--- config.mk ---
export PLATFORM = sky130hd
export DESIGN_NAME = sad_search_ctrl
export DESIGN_NICKNAME = d
export VERILOG_FILES = /design/src/rtl/sad_search_ctrl.sv
export SDC_FILE = /design/constraint.sdc
export NUM_CORES = 1
export LEC_CHECK = 0
export BUFFER_PORTS_ARGS = -buffer_cell sky130_fd_sc_hd__buf_2
export CAP_MARGIN = 20
export CELL_PAD_IN_SITES_DETAIL_PLACEMENT = 2
export CELL_PAD_IN_SITES_GLOBAL_PLACEMENT = 2
export CORE_MARGIN = 3
export CORE_UTILIZATION = 35
export CTS_CLUSTER_DIAMETER = 100
export DETAILED_ROUTE_END_ITERATION = 10
export PLACE_DENSITY = 0.75
export SETUP_SLACK_MARGIN = 0.15
export SYNTH_ARGS = -nofsm -noshare
export SYNTH_HDL_FRONTEND = slang
export SYNTH_SLANG_ARGS = --single-unit
--- constraint.sdc ---
create_clock -name clk -period 3.15 [get_ports clk]
set_input_delay 0.63 -clock clk [delete_from_list [all_inputs] [get_ports clk]]
set_output_delay 0.63 -clock clk [all_outputs]
set_load 0.01 [all_outputs]
--- src/rtl/sad_search_ctrl.sv ---
`default_nettype none
// ============================================================================
// Module      : sad_search_ctrl
// Description : Full-search motion-estimation scheduler. Walks every
//               candidate displacement of a +/-SEARCH_R window in raster
//               order (y outer, x inner), starts the SAD engine for each
//               candidate, waits for its result and keeps the minimum SAD
//               together with its motion vector.
// Options     : SAD_EARLY_EXIT_EN - when defined, a zero SAD ends the
//               search immediately.
// Revision    : 1.0 - initial release
// ============================================================================
module sad_search_ctrl #(
    parameter int SEARCH_R = 4,
    parameter int MV_W     = 4,
    parameter int SAD_W    = 32,
    parameter int IDX_W    = 8
) (
    input  logic             clk,
    input  logic             rst,
    input  logic             i_go,
    input  logic             i_abort,
    output logic             o_sad_start,
    input  logic             i_sad_done,
    input  logic [SAD_W-1:0] i_sad_val,
    output logic [MV_W-1:0]  o_cand_x,
    output logic [MV_W-1:0]  o_cand_y,
    output logic [IDX_W-1:0] o_cand_idx,
    output logic             o_busy,
    output logic             o_done,
    output logic [SAD_W-1:0] o_best_sad,
    output logic [MV_W-1:0]  o_best_mvx,
    output logic [MV_W-1:0]  o_best_mvy
);

    localparam logic [MV_W-1:0] c_POS_R = MV_W'(SEARCH_R);
    localparam logic [MV_W-1:0] c_NEG_R = MV_W'(-SEARCH_R);

    typedef enum logic [2:0] {
        S_IDLE  = 3'd0,
        S_ISSUE = 3'd1,
        S_WAIT  = 3'd2,
        S_CMP   = 3'd3,
        S_FIN   = 3'd4
    } state_t;

    state_t           r_state;
    state_t           w_next;
    logic [MV_W-1:0]  r_cand_x;
    logic [MV_W-1:0]  r_cand_y;
    logic [IDX_W-1:0] r_cand_idx;
    logic [SAD_W-1:0] r_cur_sad;
    logic [SAD_W-1:0] r_best_sad;
    logic [MV_W-1:0]  r_best_mvx;
    logic [MV_W-1:0]  r_best_mvy;
    logic             w_last;
    logic             w_better;
    logic             w_exit;

    assign w_last   = (r_cand_x == c_POS_R) && (r_cand_y == c_POS_R);
    assign w_better = (r_cur_sad < r_best_sad);

`ifdef SAD_EARLY_EXIT_EN
    // A zero SAD cannot be beaten, so the scan stops on it.
    assign w_exit = w_last || (r_cur_sad == '0);
`else
    assign w_exit = w_last;
`endif

    // State register.
    always_ff @(posedge clk or posedge rst) begin
        if (rst) begin
            r_state <= S_IDLE;
        end else begin
            r_state <= w_next;
        end
    end

    // Next-state and control outputs; abort overrides everything, including
    // the start/done pulses of the cycle in which it is seen.
    always_comb begin
        w_next      = r_state;
        o_sad_start = 1'b0;
        o_done      = 1'b0;
        o_busy      = (r_state != S_IDLE);
        case (r_state)
            S_IDLE: begin
                if (i_go) begin
                    w_next = S_ISSUE;
                end
            end
            S_ISSUE: begin
                o_sad_start = 1'b1;
                w_next      = S_WAIT;
            end
            S_WAIT: begin
                if (i_sad_done) begin
                    w_next = S_CMP;
                end
            end
            S_CMP: begin
                w_next = w_exit ? S_FIN : S_ISSUE;
            end
            S_FIN: begin
                o_done = 1'b1;
                w_next = S_IDLE;
            end
            default: begin
                w_next = S_IDLE;
            end
        endcase
        if (i_abort) begin
            w_next      = S_IDLE;
            o_sad_start = 1'b0;
            o_done      = 1'b0;
        end
    end

    // Candidate walker, result capture and best-so-far tracking.
    always_ff @(posedge clk or posedge rst) begin
        if (rst) begin
            r_cand_x   <= c_NEG_R;
            r_cand_y   <= c_NEG_R;
            r_cand_idx <= '0;
            r_cur_sad  <= '0;
            r_best_sad <= '1;
            r_best_mvx <= '0;
            r_best_mvy <= '0;
        end else if (!i_abort) begin
            case (r_state)
                S_IDLE: begin
                    if (i_go) begin
                        r_cand_x   <= c_NEG_R;
                        r_cand_y   <= c_NEG_R;
                        r_cand_idx <= '0;
                        r_best_sad <= '1;
                        r_best_mvx <= '0;
                        r_best_mvy <= '0;
                    end
                end
                S_WAIT: begin
                    if (i_sad_done) begin
                        r_cur_sad <= i_sad_val;
                    end
                end
                S_CMP: begin
                    // Strict compare keeps the earliest candidate on ties.
                    if (w_better) begin
                        r_best_sad <= r_cur_sad;
                        r_best_mvx <= r_cand_x;
                        r_best_mvy <= r_cand_y;
                    end
                    if (!w_exit) begin
                        r_cand_idx <= r_cand_idx + IDX_W'(1);
                        if (r_cand_x == c_POS_R) begin
                            r_cand_x <= c_NEG_R;
                            r_cand_y <= r_cand_y + MV_W'(1);
                        end else begin
                            r_cand_x <= r_cand_x + MV_W'(1);
                        end
                    end
                end
                default: begin
                end
            endcase
        end
    end

    assign o_cand_x   = r_cand_x;
    assign o_cand_y   = r_cand_y;
    assign o_cand_idx = r_cand_idx;
    assign o_best_sad = r_best_sad;
    assign o_best_mvx = r_best_mvx;
    assign o_best_mvy = r_best_mvy;

endmodule
`default_nettype wire

==> impl_metrics.py, run 1 <==
metrics = {
    "status": {
        "outcome": "finished clean",
    },
    "grt": {
        "antenna_found_initial": 0,
        "grt.overflow.total": 0,
        "grtUsageTotal_pct": 17.51,
        "grt_pass1_vias": 3824,
        "grt_max_degree": 51,
        "grt_pass1_wl_um": 19810,
    },
    "placement": {
        "port_buffers": 95,
        "gp_congestion": 0.7572,
        "hpwlAfterDp_um": 8501,
        "dp.cells": 642,
    },
    "yosys": {
        "ys_async_sr_fraction_pct": 100.0,
        "yosysSeqAreaShare_pct": 51.47,
        "syn-num-nets": 459,
        "syn_avg_cell_area_um2": 11.69,
        "synth-seq-cells": 91,
        "synth_flop_cell": "dfrtp_1",
        "synthCells": 386,
        "yosysTopAreaCell": "dfrtp_1",
        "ys_top_cells_by_area": "dfrtp_1, dfstp_2, ha_1",
        "netlist_area_um2": 4512,
        "synth_top_area_share_pct": 30.50,
        "synth-edff-count": 0,
        "yosysWarnings": 0,
        "synth_cell_type_count": 40,
    },
    "worst_setup_path": {
        "cp.arrival_ps": 3090,
        "start_kind": "flip-flop",
        "slowest_stage": "dfstp_2",
        "cp_num_buf_inv": 1,
        "r2r_cells": 8,
        "crit_cells": 8,
        "cp_top_family": "simple AND/OR/NAND/NOR gates",
        "critPathKind": "reg2reg",
        "crit_path_max_fanout": 40,
        "endpoint_kind": "flip-flop",
        "cp_slowest_stage_delay_ps": 550,
        "crit_chain": "inv_1, ha_1, and4_1, nor4b_1, nand2_1, o211a_4, o22a_4, o22a_1",
        "cp.required_ps": 3420,
    },
    "sta": {
        "fin_crit_ps": 2815,
        "final.setup_skew_ps": 6.044,
        "setup_viol": 0,
        "hold_violations": 0,
        "slew_viol_final": 0,
        "fin_setup_tns_ps": 0,
        "slew_headroom_pct": 48.55,
        "worstMarginPinSlew_ps": 771.8,
        "rsz0062_at_grt": "no",
        "fmax_mhz": 355.2,
        "finalCritPeriodShare_pct": 89.38,
    },
    "clock_tree": {
        "cts_tree": "built",
        "cts_setup_buffers": 0,
        "cts-root-buf": "clkbuf_16",
        "cts.sinks": 91,
        "cts_inserted_buffers": 9,
        "cts.path.max_buffers": 2,
        "ctsHoldBuffers": 0,
        "cts_resized": 0,
        "insertion_delay_ps": 350,
        "clk_pin_slew_ps": 70,
        "htreeDepth": 3,
    },
    "detailed_routing": {
        "drtIter0Drc": 106,
        "dr.pass1.iters": 4,
        "drc": 0,
        "postRouteAntennaNets": 0,
        "vias": 3367,
        "vias_per_cell": 5.117,
        "wirelength_um": 11960,
        "wire_per_inst_um": 18.18,
    },
    "die": {
        "initial_utilization_pct": 36.65,
        "core_area_um2": 12310,
        "die_y_um": 119.5,
        "ios": 96,
        "rows": 40,
        "fp.dieArea_um2": 14290,
        "die_w_um": 119.5,
    },
    "run": {
        "cap_violations": 0,
    },
    "power_and_ir_drop": {
        "worst_ir_drop_vdd_uv": 346.0,
        "power_leakage_uw": 0.002747,
        "powerDensity_nw_per_um2": 654.9,
    },
    "finish": {
        "final_net_count": 558,
        "syn_to_final_growth_pct": 20.63,
        "finalNonFillerCells": 658,
        "drive_gt1_share_pct": 39.39,
        "nFillCells": 1328,
        "antenna_cells": 0,
    },
    "hold_path": {
        "hold_class": "in2async",
    },
}
## sequential cells by signal, summed over array words and instances, names as in the netlist
register,count
o_best_mvx,4
o_best_mvy,4
o_best_sad,32
o_cand_idx,8
o_cand_x,4
o_cand_y,4
r_cur_sad,32
r_state,3
## cell usage after synthesis, types with 3 or more instances
library cell  instances
or3_1                 3
o21ai_0              10
nor2_1               12
inv_1                48
a21oi_1              13
xor2_1                6
dfrtp_1              55
nand3_1               7
o22a_1               32
nand4_1               6
xnor2_1               5
buf_6                 9
o22ai_1               8
nand2_1              30
nor4b_1               3
clkbuf_1              4
ha_1                 36
dfstp_2              36
mux2_2               32
## layout by cell type (no fill, tap or decap), drive strengths merged, types with 7 or more instances in the layout
cell / count
a21oi: 13
buf: 103
clkbuf: 10
dfrtp: 55
dfstp: 36
ha: 36
inv: 47
mux2: 32
nand2: 30
nand3: 7
nor2: 12
o21ai: 10
o22a: 33
o22ai: 8
## per-stage QoR
step	cell area, um^2	hold WS, ps	util [%]	setup WS (ps)	power, uW
4_1_cts	5443	413.4	44.21	314.4	3627
5_1_grt	5443	444.7	44.21	179.2	3801
3_3_place_gp	5149	507.4	41.82	436.4	2428
2_1_floorplan	4512	492.7	-	216.0	2208
6_report	5443	386.5	44.21	334.6	3564
3_5_place_dp	5149	508.4	41.82	358.7	2505
## report_power, final
part,switching (uW),internal (uW),leakage (uW)
Sequential,241,1440,0.00109
Combinational,399,396,0.00151
Clock,458,629,0.000152
Total,1100,2470,0.00275
## worst register-to-register path: stages, from the launching register on
cell and delay, ps:
dfstp_2 550, inv_1 60, ha_1 340, and4_1 250, nor4b_1 490, nand2_1 170, o211a_4 200, o22a_4 420
o22a_1 270
## logic make-up (layout without fill, tap and decap cells)
family | Yosys count | in the layout | synth area share (%)
flops | 91 | 91 | 51.47
compound gates | 77 | 77 | 13.20
simple gates | 76 | 76 | 8.375
buf+inv | 63 | 167 | 6.850
fa+ha+maj | 36 | 36 | 9.983
mux | 32 | 32 | 7.987
xor+xnor | 11 | 11 | 2.135
## cell type report
| cell class | instances | area [um^2] | area share (%) |
|---|---|---|---|
| clock buffers | 10 | 239.0 | 4.391 |
| clock inverters | 6 | 55.05 | 1.011 |
| inverters | 48 | 181.4 | 3.333 |
| multi-input cells | 232 | 1887 | 34.67 |
| flip-flops and latches | 91 | 2322 | 42.67 |
| well taps | 168 | 210.2 | 3.862 |
| repair buffers | 103 | 548.0 | 10.07 |
## path summary, 6_finish.rpt
kind / from / end / slack [ps]
setup / recovery: o_best_sad[27] / o_best_sad[4] / 330
hold / removal: rst / r_cur_sad[0] / 390
setup reg to reg: o_best_sad[27] / o_best_sad[4] / 330
hold reg to reg: o_best_mvx[3] / o_best_mvx[3] / 520
max in group asynchronous: rst / o_best_sad[1] / 1980
min in group clk: i_sad_val[11] / r_cur_sad[11] / 510
## routing by layer
layer | GRT usage (%) | routed length, um | vias to the layer above
li1 | - | - | 1566
met1 | 21.97 | 5360 | 1717
met2 | 30.30 | 5970 | 71
met3 | 3.157 | 452 | 13
met4 | 6.228 | 177 | 0
met5 | 0 | 0 | -
No activity file was read; power rests on OpenSTA's default activity.
==> run 2, diff against run 1 <==
--- a/config.mk
+++ b/config.mk
@@ -13,7 +13,7 @@
 export CORE_UTILIZATION = 35
 export CTS_CLUSTER_DIAMETER = 100
 export DETAILED_ROUTE_END_ITERATION = 10
-export PLACE_DENSITY = 0.75
+export PLACE_DENSITY_LB_ADDON = 0.1
 export SETUP_SLACK_MARGIN = 0.15
 export SYNTH_ARGS = -nofsm -noshare
 export SYNTH_HDL_FRONTEND = slang
==> impl_metrics.py, run 2 (synthesis results as in run 1) <==
metrics = {
    "placement": {
        "port_buffers": 95,
        "dp.cells": 641,
        "gp_congestion": 0.7411,
        "hpwlAfterDp_um": 8453,
    },
    "die": {
        "fp.dieArea_um2": 14290,
        "core_area_um2": 12310,
        "ios": 96,
        "initial_utilization_pct": 36.65,
        "die_w_um": 119.5,
        "die_y_um": 119.5,
        "rows": 40,
    },
    "worst_setup_path": {
        "crit_path_max_fanout": 40,
        "cp_slowest_stage_delay_ps": 550,
        "cp.required_ps": 3350,
        "critPathKind": "reg2reg",
        "start_kind": "flip-flop",
        "r2r_cells": 8,
        "crit_chain": "inv_1, ha_1, a211o_1, a31oi_1, o221ai_1, a31oi_1, o22a_4, o22ai_1",
        "slowest_stage": "o22a_4",
        "cp_common_cell": "a31oi_1",
        "cp.arrival_ps": 2950,
        "endpoint_kind": "flip-flop",
    },
    "sta": {
        "fin_crit_ps": 2745,
        "fin_setup_tns_ps": 0,
        "setup_viol": 0,
        "slew_headroom_pct": 42.70,
        "fmax_mhz": 364.3,
        "slew_viol_final": 0,
        "final.setup_skew_ps": 6.446,
        "rsz0062_at_grt": "no",
        "finalCritPeriodShare_pct": 87.15,
        "worstMarginPinSlew_ps": 859.5,
        "hold_violations": 0,
    },
    "finish": {
        "syn_to_final_growth_pct": 21.52,
        "seqCellArea_um2": 2322,
        "final_common_cell": "buf_2",
        "drive_gt1_share_pct": 39.06,
        "nFillCells": 1302,
        "finalNonFillerCells": 657,
        "antenna_cells": 0,
        "multi_input_area_um2": 1893,
        "final_net_count": 557,
        "layout_common_cells": "buf_2, dfrtp_1, inv_1, ha_1, dfstp_2",
    },
    "clock_tree": {
        "ctsHoldBuffers": 0,
        "cts_tree": "built",
        "htreeDepth": 3,
        "cts_inserted_buffers": 9,
        "cts.sinks": 91,
        "clk_pin_slew_ps": 70,
        "cts.path.max_buffers": 2,
        "insertion_delay_ps": 350,
        "cts-root-buf": "clkbuf_16",
        "cts_resized": 0,
        "cts_setup_buffers": 0,
    },
    "grt": {
        "grtUsageTotal_pct": 17.59,
        "grt_max_degree": 47,
        "grt_pass1_wl_um": 19890,
        "antenna_found_initial": 0,
        "grt_pass1_vias": 3732,
        "grt.overflow.total": 0,
    },
    "detailed_routing": {
        "vias": 3274,
        "drc": 0,
        "vias_per_cell": 4.983,
        "wire_per_inst_um": 17.85,
        "drtIter0Drc": 103,
        "postRouteAntennaNets": 0,
        "dr.pass1.iters": 4,
        "wirelength_um": 11730,
    },
    "power_and_ir_drop": {
        "power_leakage_uw": 0.002750,
        "worst_ir_drop_vdd_uv": 378.8,
        "powerDensity_nw_per_um2": 673.4,
    },
    "hold_path": {
        "hold_class": "in2async",
    },
    "status": {
        "outcome": "finished clean",
    },
    "run": {
        "cap_violations": 0,
    },
}
run 2: worst paths after layout:
check                               startpoint              to  slack [ps]
worst max-delay path             o_best_sad[2]   o_best_mvy[1]         400
worst min register to register  o_best_sad[26]  o_best_sad[26]         520
worst min-delay path                       rst    r_cur_sad[9]         410
max in group asynchronous                  rst  o_best_sad[31]        1920
min in group clk                  i_sad_val[4]    r_cur_sad[4]         510
worst max register to register   o_best_sad[2]   o_best_mvy[1]         400
run 2: worst max-delay path, delay by kind of cell (launching register included):
| family | cells | cell delay, ps |
|---|---|---|
| compound gates | 6 | 1710 |
| fa+ha+maj | 1 | 300 |
| flops | 1 | 540 |
| buf+inv | 1 | 50 |
run 2: layer usage:
| metal | vias to the layer above | track usage (%) | routed length [um] | part of all wire [%] |
|---|---|---|---|---|
| met2 | 62 | 30.33 | 5969 | 51 |
| met1 | 1645 | 22.18 | 5126 | 44 |
| li1 | 1555 | - | - | - |
| met5 | - | 0 | 0 | 0 |
| met3 | 12 | 3.016 | 426 | 3.6 |
| met4 | 0 | 6.442 | 204 | 1.7 |
run 2: final cells by class:
class                           count  share of cell area [%]
Clock buffer                       11                   4.245
Clock inverter                      5                   1.871
Inverter                           48                   3.309
Multi-Input combinational cell    232                   34.53
Sequential cell                    91                   42.36
Tap cell                          168                   3.834
Timing Repair Buffer              102                   9.859
run 2: where the power goes:
part / internal, uW / switching (uW)
logic: 392 / 396
clock network: 775 / 451
registers: 1440 / 237
run 2: per-stage QoR:
step                      utilization, %  hold slack, ps  power, uW  cell area, um^2  setup WS (ps)
after floorplan                        -           492.7       2208             4512          216.0
after global placement             41.76           507.9       2429             5141          371.1
after detailed placement           41.76           514.7       2499             5141          298.3
after CTS                          44.48           446.3       3762             5477          295.6
after global routing               44.53           495.4       3940             5483          190.8
final                              44.53           411.2       3692             5483          404.7
==> run 3, diff against run 2 <==
==> constraint.sdc (replaced) <==
create_clock -name clk -period 3.15 [get_ports clk]
set_input_delay 0.1575 -clock clk [delete_from_list [all_inputs] [get_ports clk]]
set_output_delay 0.1575 -clock clk [all_outputs]
set_load 0.01 [all_outputs]
==> impl_metrics.py, run 3 (synthesis results as in run 1) <==
metrics = {
    "die": {
        "fp.dieArea_um2": 14290,
        "rows": 40,
        "die_y_um": 119.5,
        "initial_utilization_pct": 36.65,
        "core_area_um2": 12310,
        "ios": 96,
        "die_w_um": 119.5,
    },
    "sta": {
        "fin_setup_tns_ps": 0,
        "finalCritPeriodShare_pct": 89.20,
        "slew_viol_final": 0,
        "worstMarginPinSlew_ps": 727.7,
        "fin_crit_ps": 2810,
        "rsz0062_at_grt": "no",
        "fmax_mhz": 355.9,
        "fin_ws_ps": 340.4,
        "slew_headroom_pct": 51.43,
        "hold_violations": 0,
        "final.setup_skew_ps": 6.207,
        "setup_viol": 0,
    },
    "placement": {
        "dp.cells": 641,
        "hpwlAfterDp_um": 8304,
        "pre_cts_ws_ps": 335.1,
        "port_buffers": 95,
        "gp_congestion": 0.7332,
    },
    "power_and_ir_drop": {
        "power.total_uw": 3494,
        "powerDensity_nw_per_um2": 644.1,
        "power_leakage_uw": 0.002731,
        "worst_ir_drop_vdd_uv": 380.6,
    },
    "finish": {
        "final_common_cell": "buf_2",
        "drive_gt1_share_pct": 38.57,
        "antenna_cells": 0,
        "nFillCells": 1328,
        "layout_common_cells": "buf_2, dfrtp_1, inv_1, ha_1, dfstp_2",
        "syn_to_final_growth_pct": 20.24,
        "final_net_count": 558,
        "fin_util_pct": 44.07,
        "finalNonFillerCells": 658,
    },
    "detailed_routing": {
        "postRouteAntennaNets": 0,
        "drtIter0Drc": 88,
        "drc": 0,
        "vias_per_cell": 5.005,
        "wirelength_um": 11750,
        "dr.pass1.iters": 4,
        "wire_per_inst_um": 17.86,
        "vias": 3293,
    },
    "grt": {
        "grt.overflow.total": 0,
        "grtUsageTotal_pct": 17.35,
        "grt_pass1_vias": 3767,
        "antenna_found_initial": 0,
        "grt_max_degree": 52,
        "grt_pass1_wl_um": 19640,
    },
    "worst_setup_path": {
        "endpoint_kind": "flip-flop",
        "cp_slowest_stage_delay_ps": 540,
        "crit_path_max_fanout": 40,
        "slowest_stage": "dfstp_2",
        "crit_chain": "inv_1, ha_1, and4_1, nor4b_1, nand2_1, o211a_4, o22a_4, o22a_1",
        "cp.arrival_ps": 3070,
        "cp_top_family": "simple AND/OR/NAND/NOR gates",
        "cp.required_ps": 3410,
        "critPathKind": "reg2reg",
        "cp_num_buf_inv": 1,
        "start_kind": "flip-flop",
    },
    "clock_tree": {
        "cts.sinks": 91,
        "insertion_delay_ps": 340,
        "cts_tree": "built",
        "htreeDepth": 3,
        "clk_pin_slew_ps": 60,
        "cts-root-buf": "clkbuf_16",
        "cts.path.max_buffers": 2,
        "cts_inserted_buffers": 9,
    },
    "hold_path": {
        "hold_class": "in2reg",
    },
    "status": {
        "outcome": "finished clean",
    },
    "run": {
        "cap_violations": 0,
    },
}
-- run 3: cell types whose count changed in the layout (fill, tap and decap cells not counted) --
cell	delta
nor4b_2	-1
clkbuf_8	+2
dlygate4sd3_1	+1
clkbuf_1	+1
clkinv_2	+1
bufinv_16	-3
clkinvlp_4	-1
nor4b_1	+1
-- run 3: worst reg2reg max path, stage by stage, from the launching register on --
cell	delay (ps)
dfstp_2	540
inv_1	50
ha_1	310
and4_1	260
nor4b_1	490
nand2_1	180
o211a_4	210
o22a_4	420
o22a_1	280
-- run 3: cell type report --
class	instances	area, um^2	area share [%]
inverter	48	181.4	3.344
clock inverter	2	10.01	0.1845
clock buffer	14	264.0	4.866
tap	168	210.2	3.875
timing repair buffer	103	550.5	10.15
sequential	91	2322	42.80
multi-input combinational	232	1887	34.78
-- run 3: power breakdown --
group	internal [uW]	total, uW	switching [uW]
clock	577	1020	444
combinational	396	792	396
sequential	1440	1680	240
-- run 3: through the flow --
| step | cell area [um^2] | hold WS [ps] |
|---|---|---|
| finish | 5425 | 39.25 |
| detailed placement | 5141 | 305.4 |
| global route | 5425 | 37.18 |
| floorplan | 4512 | 227.8 |
| CTS | 5425 | 29.63 |
| global placement | 5141 | 298.3 |
-- run 3: worst paths after layout --
| path | startpoint | slack, ps | cells past startpoint | to |
|---|---|---|---|---|
| max | o_best_sad[27] | 340 | 8 | o_best_sad[23] |
| min in group asynchronous | rst | 460 | 3 | r_cur_sad[8] |
| min | i_sad_val[4] | 40 | 2 | r_cur_sad[4] |
| max in group asynchronous | rst | 1930 | 4 | o_cand_x[2] |
| min reg2reg | o_best_mvx[2] | 520 | 2 | o_best_mvx[2] |
| max reg2reg | o_best_sad[27] | 340 | 8 | o_best_sad[23] |
-- run 3: layer usage --
| metal | up-vias | wire, um | track usage, % |
|---|---|---|---|
| li1 | 1560 | - | - |
| met1 | 1657 | 5200 | 21.46 |
| met2 | 62 | 5898 | 30.01 |
| met5 | - | 0 | 0 |
| met4 | 0 | 185 | 6.371 |
| met3 | 14 | 464 | 3.487 |
-- run 3: what timing repair did --
| item | 4_1_cts | 5_1_grt |
|---|---|---|
| gates resized for setup | 0 | 0 |
| buffers inserted | 0 | 0 |
| endpoints found under the hold margin | 21 | 0 |
| hold buffers | 1 | 0 |
